[src/rtl/rr_mux_arbiter4_if.sv]
// ----------------------------------------------------------------------------
// rr_mux_arbiter4_if
//   Bundles the requester, consumer and mux-control signals of the 4-way
//   round-robin arbiter into one interface.
//
//   Signals:
//     req        4  per-requester request, held high while beats remain
//     last       4  per-requester final-beat flag (only bit [sel] is used)
//     out_ready  1  downstream consumer accepts the current beat
//     sel        2  registered select for the shared mux2x4 path
//     grant      4  registered one-hot grant, zero when idle
//     out_valid  1  combinational beat-valid toward the consumer
//     busy       1  high while a grant is held
//
//   Modports:
//     master  the requesters/consumer side (drives req, last, out_ready)
//     slave   the arbiter side (drives sel, grant, out_valid, busy)
// ----------------------------------------------------------------------------
interface rr_mux_arbiter4_if;
    logic [3:0] req;
    logic [3:0] last;
    logic       out_ready;
    logic [1:0] sel;
    logic [3:0] grant;
    logic       out_valid;
    logic       busy;

    modport master (
        output req,
        output last,
        output out_ready,
        input  sel,
        input  grant,
        input  out_valid,
        input  busy
    );

    modport slave (
        input  req,
        input  last,
        input  out_ready,
        output sel,
        output grant,
        output out_valid,
        output busy
    );
endinterface

[src/rtl/rr_mux_arbiter4.sv]
// ----------------------------------------------------------------------------
// rr_mux_arbiter4
//   Round-robin arbiter that shares one 32-bit mux2x4 path among four
//   requesters. It picks a winner while idle, drives a registered mux select
//   and one-hot grant, and keeps the grant for a multi-beat transfer until the
//   requester signals its last beat, hits the MAX_HOLD beat limit, or drops
//   its request. Every release is followed by one idle cycle before the next
//   grant, and the rotation pointer moves past the released requester.
//
//   Parameters:
//     MAX_HOLD  maximum beats per grant before forced release (1..255)
//
//   Ports:
//     clk   rising-edge clock
//     rst   synchronous, active-high reset
//     bus   rr_mux_arbiter4_if.slave
//             in : req[3:0], last[3:0], out_ready
//             out: sel[1:0], grant[3:0] (registered), out_valid (comb), busy
// ----------------------------------------------------------------------------
module rr_mux_arbiter4 #(
    parameter int unsigned MAX_HOLD = 8
) (
    input  logic               clk,
    input  logic               rst,
    rr_mux_arbiter4_if.slave   bus
);

    // Beat counter width; sized to hold 0..MAX_HOLD.
    localparam int unsigned CW = $clog2(MAX_HOLD + 1);

    typedef enum logic [0:0] {
        StIdle,
        StGrant
    } state_t;

    // ------------------------------------------------------------------------
    // State
    // ------------------------------------------------------------------------
    state_t          state;
    logic [1:0]      ptr;        // first requester examined at next arbitration
    logic [CW-1:0]   beat_cnt;   // beats completed under the current grant
    logic [1:0]      sel_r;
    logic [3:0]      grant_r;
    logic            busy_r;

    // ------------------------------------------------------------------------
    // Arbitration: first set request bit scanning ptr, ptr+1, ... (mod 4)
    // ------------------------------------------------------------------------
    logic [1:0] winner;
    logic       found;
    logic [1:0] idx;

    always_comb begin
        winner = ptr;
        found  = 1'b0;
        idx    = 2'd0;
        for (int i = 0; i < 4; i++) begin
            idx = ptr + 2'(i);
            if (!found && bus.req[idx]) begin
                winner = idx;
                found  = 1'b1;
            end
        end
    end

    // ------------------------------------------------------------------------
    // Beat handshake and release decision for the granted requester
    // ------------------------------------------------------------------------
    logic cur_req;
    logic cur_last;
    logic out_valid;
    logic xfer;
    logic at_limit;
    logic release_now;

    assign cur_req   = bus.req[sel_r];
    assign cur_last  = bus.last[sel_r];
    assign out_valid = busy_r & cur_req;
    assign xfer      = out_valid & bus.out_ready;
    // Current beat is the MAX_HOLD-th one of this grant.
    assign at_limit  = (beat_cnt == CW'(MAX_HOLD - 1));
    // A withdrawn request aborts without a transfer; last/limit only count
    // on an accepted beat, and both together still form a single release.
    assign release_now = !cur_req | (xfer & (cur_last | at_limit));

    // ------------------------------------------------------------------------
    // FSM with registered outputs
    // ------------------------------------------------------------------------
    always_ff @(posedge clk) begin
        if (rst) begin
            state    <= StIdle;
            ptr      <= 2'd0;
            beat_cnt <= '0;
            sel_r    <= 2'd0;
            grant_r  <= 4'b0000;
            busy_r   <= 1'b0;
        end else begin
            unique case (state)
                StIdle: begin
                    if (found) begin
                        state    <= StGrant;
                        sel_r    <= winner;
                        grant_r  <= 4'b0001 << winner;
                        beat_cnt <= '0;
                        busy_r   <= 1'b1;
                    end
                end
                StGrant: begin
                    if (release_now) begin
                        // sel keeps its last value; only grant/busy drop.
                        state   <= StIdle;
                        grant_r <= 4'b0000;
                        busy_r  <= 1'b0;
                        ptr     <= sel_r + 2'd1;
                    end else if (xfer) begin
                        beat_cnt <= beat_cnt + CW'(1);
                    end
                end
                default: begin
                    state   <= StIdle;
                    grant_r <= 4'b0000;
                    busy_r  <= 1'b0;
                end
            endcase
        end
    end

    // ------------------------------------------------------------------------
    // Outputs
    // ------------------------------------------------------------------------
    assign bus.sel       = sel_r;
    assign bus.grant     = grant_r;
    assign bus.busy      = busy_r;
    assign bus.out_valid = out_valid;

endmodule
[src/flat_wrapper.sv]
// flat-port wrapper written by rule: the top's interface ports become plain ports
module rr_mux_arbiter4_flat 
#(
    parameter int unsigned MAX_HOLD = 8
)
  (clk, rst, bus_req, bus_last, bus_out_ready, bus_sel, bus_grant, bus_out_valid, bus_busy);
  rr_mux_arbiter4_if bus_i ();
  input  logic clk;
  input  logic rst;
  input wire logic [$bits(bus_i.req)-1:0] bus_req;
  input wire logic [$bits(bus_i.last)-1:0] bus_last;
  input wire logic [$bits(bus_i.out_ready)-1:0] bus_out_ready;
  output wire logic [$bits(bus_i.sel)-1:0] bus_sel;
  output wire logic [$bits(bus_i.grant)-1:0] bus_grant;
  output wire logic [$bits(bus_i.out_valid)-1:0] bus_out_valid;
  output wire logic [$bits(bus_i.busy)-1:0] bus_busy;
  assign bus_i.req = bus_req;
  assign bus_i.last = bus_last;
  assign bus_i.out_ready = bus_out_ready;
  assign bus_sel = bus_i.sel;
  assign bus_grant = bus_i.grant;
  assign bus_out_valid = bus_i.out_valid;
  assign bus_busy = bus_i.busy;
  rr_mux_arbiter4 #(.MAX_HOLD(MAX_HOLD)) u_core (.clk(clk), .rst(rst), .bus(bus_i));
endmodule
[config.mk]
export PLATFORM = sky130hd
export DESIGN_NAME = rr_mux_arbiter4_flat
export DESIGN_NICKNAME = d
export VERILOG_FILES = /design/src/rtl/rr_mux_arbiter4_if.sv /design/src/rtl/rr_mux_arbiter4.sv /design/src/flat_wrapper.sv
export SDC_FILE = /design/constraint.sdc
export NUM_CORES = 1
export LEC_CHECK = 0
export CAP_MARGIN = 25
export CORE_MARGIN = 2
export CORE_UTILIZATION = 42
export CTS_CLUSTER_DIAMETER = 150
export DETAILED_ROUTE_END_ITERATION = 16
export GPL_TIMING_DRIVEN = 1
export PLACE_DENSITY_LB_ADDON = 0.12
export SYNTH_ARGS = -nofsm -noshare
export SYNTH_HDL_FRONTEND = slang
export SYNTH_SLANG_ARGS = --single-unit
[constraint.sdc]
create_clock -name clk -period 1.7 [get_ports clk]
set_input_delay 0.255 -clock clk [delete_from_list [all_inputs] [get_ports clk]]
set_output_delay 0.255 -clock clk [all_outputs]
set_load 0.01 [all_outputs]
# Word-level counts from Yosys, hierarchy flattened
# Cells that the tools add are included.
[totals] rom_bits=0 latchBits=0 mem_count=0 in_bits=11 out_inout_bits=8 mem_bits_rw=0 regBits=14 word_cells=71
[classes] n_bitwise=6 reduce_logical=11 n_mux=32 add_sub_neg=5 n_eq_ne=5 shifts=1 magnitude_cmp=5 div_mod_pow=0 n_mul=0
[ops] operator="4-bit 2-to-1 mux" count=5
[ops] operator="4-bit case mux with 2 select lines" count=2
[ops] operator="2-bit by 3-bit less-than comparator with 1-bit output (second input constant)" count=5
[ops] operator="1-bit 2-to-1 mux" count=14
[ops] operator="1-bit binary-select mux with 2-bit select" count=6
[ops] operator="2-bit 2-to-1 mux" count=3
[ops] operator="2-bit inequality test (second input constant)" count=3
[ops] operator="2-bit AND reduction" count=3
[ops] operator="2-bit by 1-bit adder with 2-bit output (second input constant)" count=2
[ops] operator="2-bit adder (second input constant)" count=2
[ops] operator="4-bit by 1-bit adder with 4-bit output (second input constant)" count=1
[ops] operator="4-bit by 3-bit equality test with 1-bit output (second input constant)" count=1
[ops] operator="1-bit zero test" count=4
[ops] operator="1-bit case mux with 2 select lines" count=2
[ops] operator="1-bit by 2-bit left shift with 4-bit output (first input constant)" count=1
[ops] operator="1-bit AND" count=3
[ops] operator="1-bit logical AND" count=3
[ops] operator="3-bit AND reduction" count=1
[ops] operator="2-bit by 1-bit inequality test with 1-bit output (second input constant)" count=1
[ops] operator="1-bit OR" count=2
[ops] operator="1-bit inverter" count=1

# Logic depth before layout (Yosys ltp)
# Gate-level depths: netlist of run 1.
[depth] ltp_word=15 mapped_depth=6 mapped_depth_nobuf=6

# Least setup slack after synthesis of run 1
# No wires, ideal clock.
[synth_path] kind="reg-to-reg" start="register u_core.sel_r[0] (netlist: u_core.bus.sel[0])" end="register u_core.beat_cnt[3]" slack_ns=-0.183 path_stages_with_launch=7 required_time_ns=1.621 setup_time_ns=0.079 arrival_ns=1.803 cell_sequence="dfxtp_1 > buf_6 > mux4_2 > nor2_4 > nand2_2 > or3_1 > a211oi_2"
[synth_via] elab_chain_cells=8 word_cells_on_any_way=13 cone_classes="2 x eq/ne; 4 x mux; 5 x bitwise; 2 x reduce/logical"
[synth_rtl] item="start, declared" line="rr_mux_arbiter4.sv:42" rtl="logic [1:0] sel_r;"
[synth_rtl] item="start signal, assigned" line="rr_mux_arbiter4.sv:102" rtl="sel_r <= winner;"
[synth_rtl] item="1-bit binary-select mux with 2-bit select" line="rr_mux_arbiter4.sv:76" rtl="assign cur_req = bus.req[sel_r];"
[synth_rtl] item="1-bit 2-to-1 mux (not written as such)" line="rr_mux_arbiter4.sv:76"
[synth_rtl] item="1-bit AND" line="rr_mux_arbiter4.sv:78" rtl="assign out_valid = busy_r & cur_req;"
[synth_rtl] item="1-bit AND" line="rr_mux_arbiter4.sv:79" rtl="assign xfer = out_valid & bus.out_ready;"
[synth_rtl] item="1-bit AND" line="rr_mux_arbiter4.sv:84" rtl="assign release_now = !cur_req | (xfer & (cur_last | at_limit));"
[synth_rtl] item="1-bit OR" line="rr_mux_arbiter4.sv:84"
[synth_rtl] item="2-bit inequality test (no source line)"
[synth_rtl] item="3-bit AND reduction (no source line) (*)"
[synth_rtl] item="end signal, assigned" line="rr_mux_arbiter4.sv:116" rtl="beat_cnt <= beat_cnt + CW'(1);"
[synth_rtl] item="end, declared" line="rr_mux_arbiter4.sv:41" rtl="logic [CW-1:0] beat_cnt;"
# Mark *: on every way between the ends. The rest lies on a longest branch, timed or not. The select of a mux whose other input is x is not followed.
# A chain may end at the register's enable or synchronous reset.

# Worst setup path in the final report of run 1
# Same ends and word-level chain as after synthesis.

==> results of run 1 <==
critical path, stage by stage (launching register included):
cell and delay, ns:
dfxtp_4 0.38, buf_6 0.11, mux4_2 0.51, nor2_4 0.11
nand2_2 0.07, or3_1 0.32, a211oi_2 0.17
logic make-up after synthesis:
group / synth area share (%)
adder cells (fa/ha/maj): 1.61
AO/OA/AOI/OAI: 20.6
XOR/XNOR: 3.39
buffers and inverters: 1.93
AND/OR/NAND/NOR: 27.9
multiplexers: 8.39
flip-flops: 36.1
synth_stat cells, types with 2 or more instances:
master	n
a211oi_1	2
a21oi_1	6
a22oi_1	2
dfxtp_1	14
mux2i_1	2
mux4_2	2
nand2_1	5
nand2b_1	4
nand3_1	6
nor2_1	8
nor2b_1	4
nor3_1	3
o21ai_0	2
o21ai_1	2
o21bai_1	2
xor2_1	2
through the flow:
stage | utilization [%] | worst slack [ns]
4_1_cts | 68.3 | -0.0756
6_report | 71.4 | -0.0487
2_1_floorplan | - | -0.0324
3_3_place_gp | 63.3 | -0.418
3_5_place_dp | 63.3 | -0.446
5_1_grt | 71.4 | -0.0998
layout make-up:
cell class	instances	area (sq um)
Sequential cell	14	285
Fill cell	148	494
Tap cell	25	31.3
Multi-Input combinational cell	72	548
Clock buffer	4	36.3
Timing Repair Buffer	37	332
power breakdown:
group          leakage (nW)  internal (mW)  switching [mW]
Combinational         0.328          0.170           0.134
Clock                0.0210          0.131           0.112
Sequential            0.116          0.352          0.0285
Total                 0.464          0.652           0.275
registers in the layout, indices dropped and copies added (netlist names):
name	cells
u_core.ptr	2
u_core.state	1
u_core.beat_cnt	4
u_core.bus.grant	4
u_core.bus.sel	2
u_core.bus.busy	1
metal layers:
| metal | track usage [%] | vias to the layer above |
|---|---|---|
| li1 | - | 407 |
| met5 | 0 | - |
| met3 | 6.54 | 6 |
| met1 | 27.7 | 373 |
| met4 | 9.44 | 0 |
| met2 | 42.2 | 17 |
placed cells by master (no fill, tap or decap), types with 2 or more instances in the layout:
master and instances:
clkbuf_4 3, clkdlybuf4s50_1 14, nand2b_1 4, buf_6 3, o21ai_0 2, xor2_1 2, nand3_1 6, o21bai_1 2
a211oi_2 2, nor2b_1 4, nor2_1 7, nor3_1 3, dlygate4sd2_1 2, buf_4 17, a21oi_1 6, o21a_2 2
dfxtp_1 12, nand2_1 5, mux4_2 2, mux2i_1 2, a22oi_2 2
path summary, 6_finish.rpt:
path                                             to  slack (ns)                start  depth (start not counted)
worst max register to register   u_core.beat_cnt[3]       -0.05    u_core.bus.sel[0]                          6
worst max-delay path             u_core.beat_cnt[3]       -0.05    u_core.bus.sel[0]                          6
worst min register to register  u_core.bus.grant[1]        0.47  u_core.bus.grant[1]                          2
worst min-delay path            u_core.bus.grant[1]        0.47  u_core.bus.grant[1]                          2
repair_timing:
item,4_1_cts,5_1_grt
pin swaps,4,8
setup buffers,4,0
gates resized for setup,13,12
hold buffers,0,0
setup endpoints to repair,9,15
endpoints found under the hold margin,0,0
cloned,0,0
==> results.cfg, run 1 <==
[outcome]
status = finished with violations
violations = setup timing

[route]
firstDrtPassIters = 4
via_count = 803
via_per_inst = 5.28
drtIter0Drc = 7
wl_met2_microns = 1130
ant_nets = 0
top_layer_used = met4
drc = 0
wl_met1_microns = 958
wl_per_cell_microns = 14.6
met3_length_microns = 81
wirelength_microns = 2220

[timing]
worstMarginPinSlew_ns = 0.527
maxSlewViolCount = 0
setup_tns_ns = -0.0919
fin_ws_ns = -0.0487
relSlewSlack_pct = 64.8
fin_crit_sh_pct = 103
whs_ns = 0.468
period_minus_slack_ns = 1.75
hold_viol_final = 0
max_freq_ghz = 0.572
final.setup_skew_ns = 0.00536
grt_setup_unrepaired = yes
setup_violations = 2

[layout]
antenna_cells = 0
fin_cells = 152
drive_above_1_share_pct = 33.1
num-nets-final = 140
syn_to_final_growth_pct = 58.9
final_area_sq_mm = 0.00123

[synth]
yosysTopAreaCell = dfxtp_1
synth_cell_types = 38
ys_warn_count = 0
synthCells = 88
ys_async_sr_fraction_pct = 0
synth-edff-count = 0
syn_nets = 100
synth_flop_cell = dfxtp_1
syn_area_sq_um = 776
synth_seq_cells = 14
synth_top_area_share_pct = 36.1
yosysSeqAreaShare_pct = 36.1
syn_avg_cell_area_sq_um = 8.82
synth_area_leaders = dfxtp_1 36%, mux4_2 5.8%, a21oi_1 3.9%

[critical_path]
cp-start-kind = flop
required_ns = 1.92
arrival_ns = 1.97
cp-end-kind = flop
crit_path_max_fanout = 3
crit_type = reg2reg

[clocking]
cts_buffer_depth = 2
cts_inserted_buffers = 3
cts_tree = yes
clk_pin_slew_ns = 0.08
htreeDepth = 1
clockRootBuffer = clkbuf_4
clock_latency_ns = 0.29
numClockSinks = 14

[global_route]
grt_pass1_wl_microns = 3650
overflow = 0
grtUsageTotal_pct = 24.1
grt_pass1_vias = 811
grt_antenna_before_repair = 0
grt_max_degree = 15

[placed_design]
dpl-instance-area_sq_mm = 0.00109
portBuffers = 18
globalplace.congestion = 0.759
hpwl_microns = 1590
placed_cells = 145

[run]
max_cap_viol_count = 0

[power]
power_mw = 0.927
p_per_area_mw_per_mm2 = 752
ir_drop_v = 0.000626
leakagePower_nw = 0.464

[floorplanning]
die_x_microns = 47.0
dieArea_sq_mm = 0.00221
core.rowCount = 15
start_util_pct = 44.9
io_pins = 19
die_h_microns = 47.0
core_sq_mm = 0.00173

[min_path]
hold_path_class = reg2reg
Power figures use the tool's default switching activity.
==> inputs of run 2 (changes only) <==
clock period = 1.4 ns   (was 1.7 ns; I/O delays follow)
==> run 2 against run 1 <==
Net effect:
- global-route usage up 1.1 points
- largest power group unchanged
- the run still ends with setup timing left
- critical path type unchanged
- core utilization up 7.7 points
- first-iteration DRC count up 130%
==> results.cfg, run 2 (synthesis results as in run 1) <==
[floorplanning]
core_sq_mm = 0.00173
die_x_microns = 47.0
dieArea_sq_mm = 0.00221
start_util_pct = 44.9
io_pins = 19
die_h_microns = 47.0
core.rowCount = 15

[outcome]
violations = setup timing
status = finished with violations

[timing]
grt_setup_unrepaired = yes
setup_violations = 13
relSlewSlack_pct = 80.9
period_minus_slack_ns = 1.77
worstMarginPinSlew_ns = 0.286
max_freq_ghz = 0.566
hold_viol_final = 0
final.setup_skew_ns = 0.00673
fin_crit_sh_pct = 126
fin_ws_ns = -0.366
maxSlewViolCount = 0
whs_ns = 0.470

[critical_path]
required_ns = 1.62
arrival_ns = 1.98
crit_type = reg2reg
rrSetupSlack_ns = -0.37
cp-end-kind = flop
crit_path_max_fanout = 4
cp-startpoint = u_core.bus.sel[0]
reg2reg_from = u_core.bus.sel[0]
cp-start-kind = flop

[power]
swShare_pct = 30.9
ir_drop_v = 0.000685
clkPwrFrac_pct = 26.1
power_switching_mw = 0.365
p_per_area_mw_per_mm2 = 863
power_frac_comb_pct = 34.8
p_int_mw = 0.813
leakagePower_nw = 0.578
seqPwrFrac_pct = 39.2

[layout]
syn_to_final_growth_pct = 76.0
mostFrequentLayoutCells = 15 x buf_4, 11 x dfxtp_1, 8 x buf_6
layout_commonest_cell = buf_4
final_area_sq_mm = 0.00137
antenna_cells = 0
drive_above_1_share_pct = 42.0
num-nets-final = 144
fin_cells = 156

[global_route]
grtUsageTotal_pct = 25.2
grt_max_degree = 15
overflow = 0
grt_pass1_vias = 839
grt_antenna_before_repair = 0
grt_pass1_wl_microns = 3730

[placed_design]
portBuffers = 18
globalplace.congestion = 0.763
hpwl_microns = 1570
dpl-instance-area_sq_mm = 0.00114
placed_cells = 148

[clocking]
cts_inserted_buffers = 3
htreeDepth = 1
cts_tree = yes
numClockSinks = 14
clk_pin_slew_ns = 0.09
hold_buffers = 0
clock_latency_ns = 0.30
clockRootBuffer = clkbuf_4
cts_buffer_depth = 2

[route]
via_per_inst = 5.60
wl_per_cell_microns = 15.6
ant_nets = 0
drc = 0
via_count = 874
wirelength_microns = 2440
drtIter0Drc = 16
firstDrtPassIters = 4

[run]
max_cap_viol_count = 0

[min_path]
hold_path_class = reg2reg
worstHoldStart = u_core.bus.grant[1]
## run 2: cell types whose count changed in the layout (fill, tap and decap cells not counted), sizes merged
cell / change
dlygate4sd2: +4
buf: +4
dlymetal6s2s: +4
clkdlybuf4s50: -8
## run 2: area by class of cell
cell class | instances | area [sq um]
Tap cell | 25 | 31.3
Clock buffer | 4 | 36.3
Fill cell | 120 | 362
Multi-Input combinational cell | 72 | 611
Sequential cell | 14 | 289
Timing Repair Buffer | 41 | 398
## run 2: worst paths after layout
path	endpoint	depth (start not counted)
min	u_core.bus.grant[1]	2
max	u_core.beat_cnt[3]	5
max reg2reg	u_core.beat_cnt[3]	5
min reg2reg	u_core.bus.grant[1]	2
## run 2: repair_timing
item	CTS	global route
buffers inserted	5	0
endpoints found under the setup margin	19	17
endpoints found under the hold margin	0	0
gates resized for setup	34	16
pin swaps	10	4
## run 2: critical path: stages (launching register included)
cell and delay, ns:
dfxtp_4 0.39, mux4_2 0.53, nor2_4 0.14, nand2_4 0.07, or3_4 0.34, a211oi_4 0.22
## run 2: power groups by stage
stage	Sequential [mW]	Clock, mW	Combinational (mW)
after floorplan	0.468	0	0.157
after global placement	0.467	0	0.318
after detailed placement	0.469	0	0.324
after CTS	0.461	0.306	0.385
after global routing	0.465	0.326	0.438
final	0.461	0.307	0.410
## run 2: routing by layer
| metal | wire [microns] | share of wire (%) | GRT usage [%] | up-vias |
|---|---|---|---|---|
| met5 | 0 | 0 | 0 | - |
| met4 | 70 | 2.9 | 15.0 | 0 |
| met3 | 128 | 5.2 | 8.46 | 9 |
| met2 | 1230 | 50 | 43.0 | 29 |
| met1 | 1010 | 41 | 26.8 | 428 |
| li1 | - | - | - | 408 |
## run 2: metrics by stage
stage	worst slack, ns	utilization, %	power (mW)	TNS (ns)
after floorplan	-0.332	-	0.625	-1.56
after global placement	-0.545	66.0	0.785	-6.83
after detailed placement	-0.573	66.0	0.793	-7.12
after CTS	-0.337	75.2	1.15	-3.04
after global routing	-0.381	79.1	1.23	-3.93
final	-0.366	79.1	1.18	-3.21
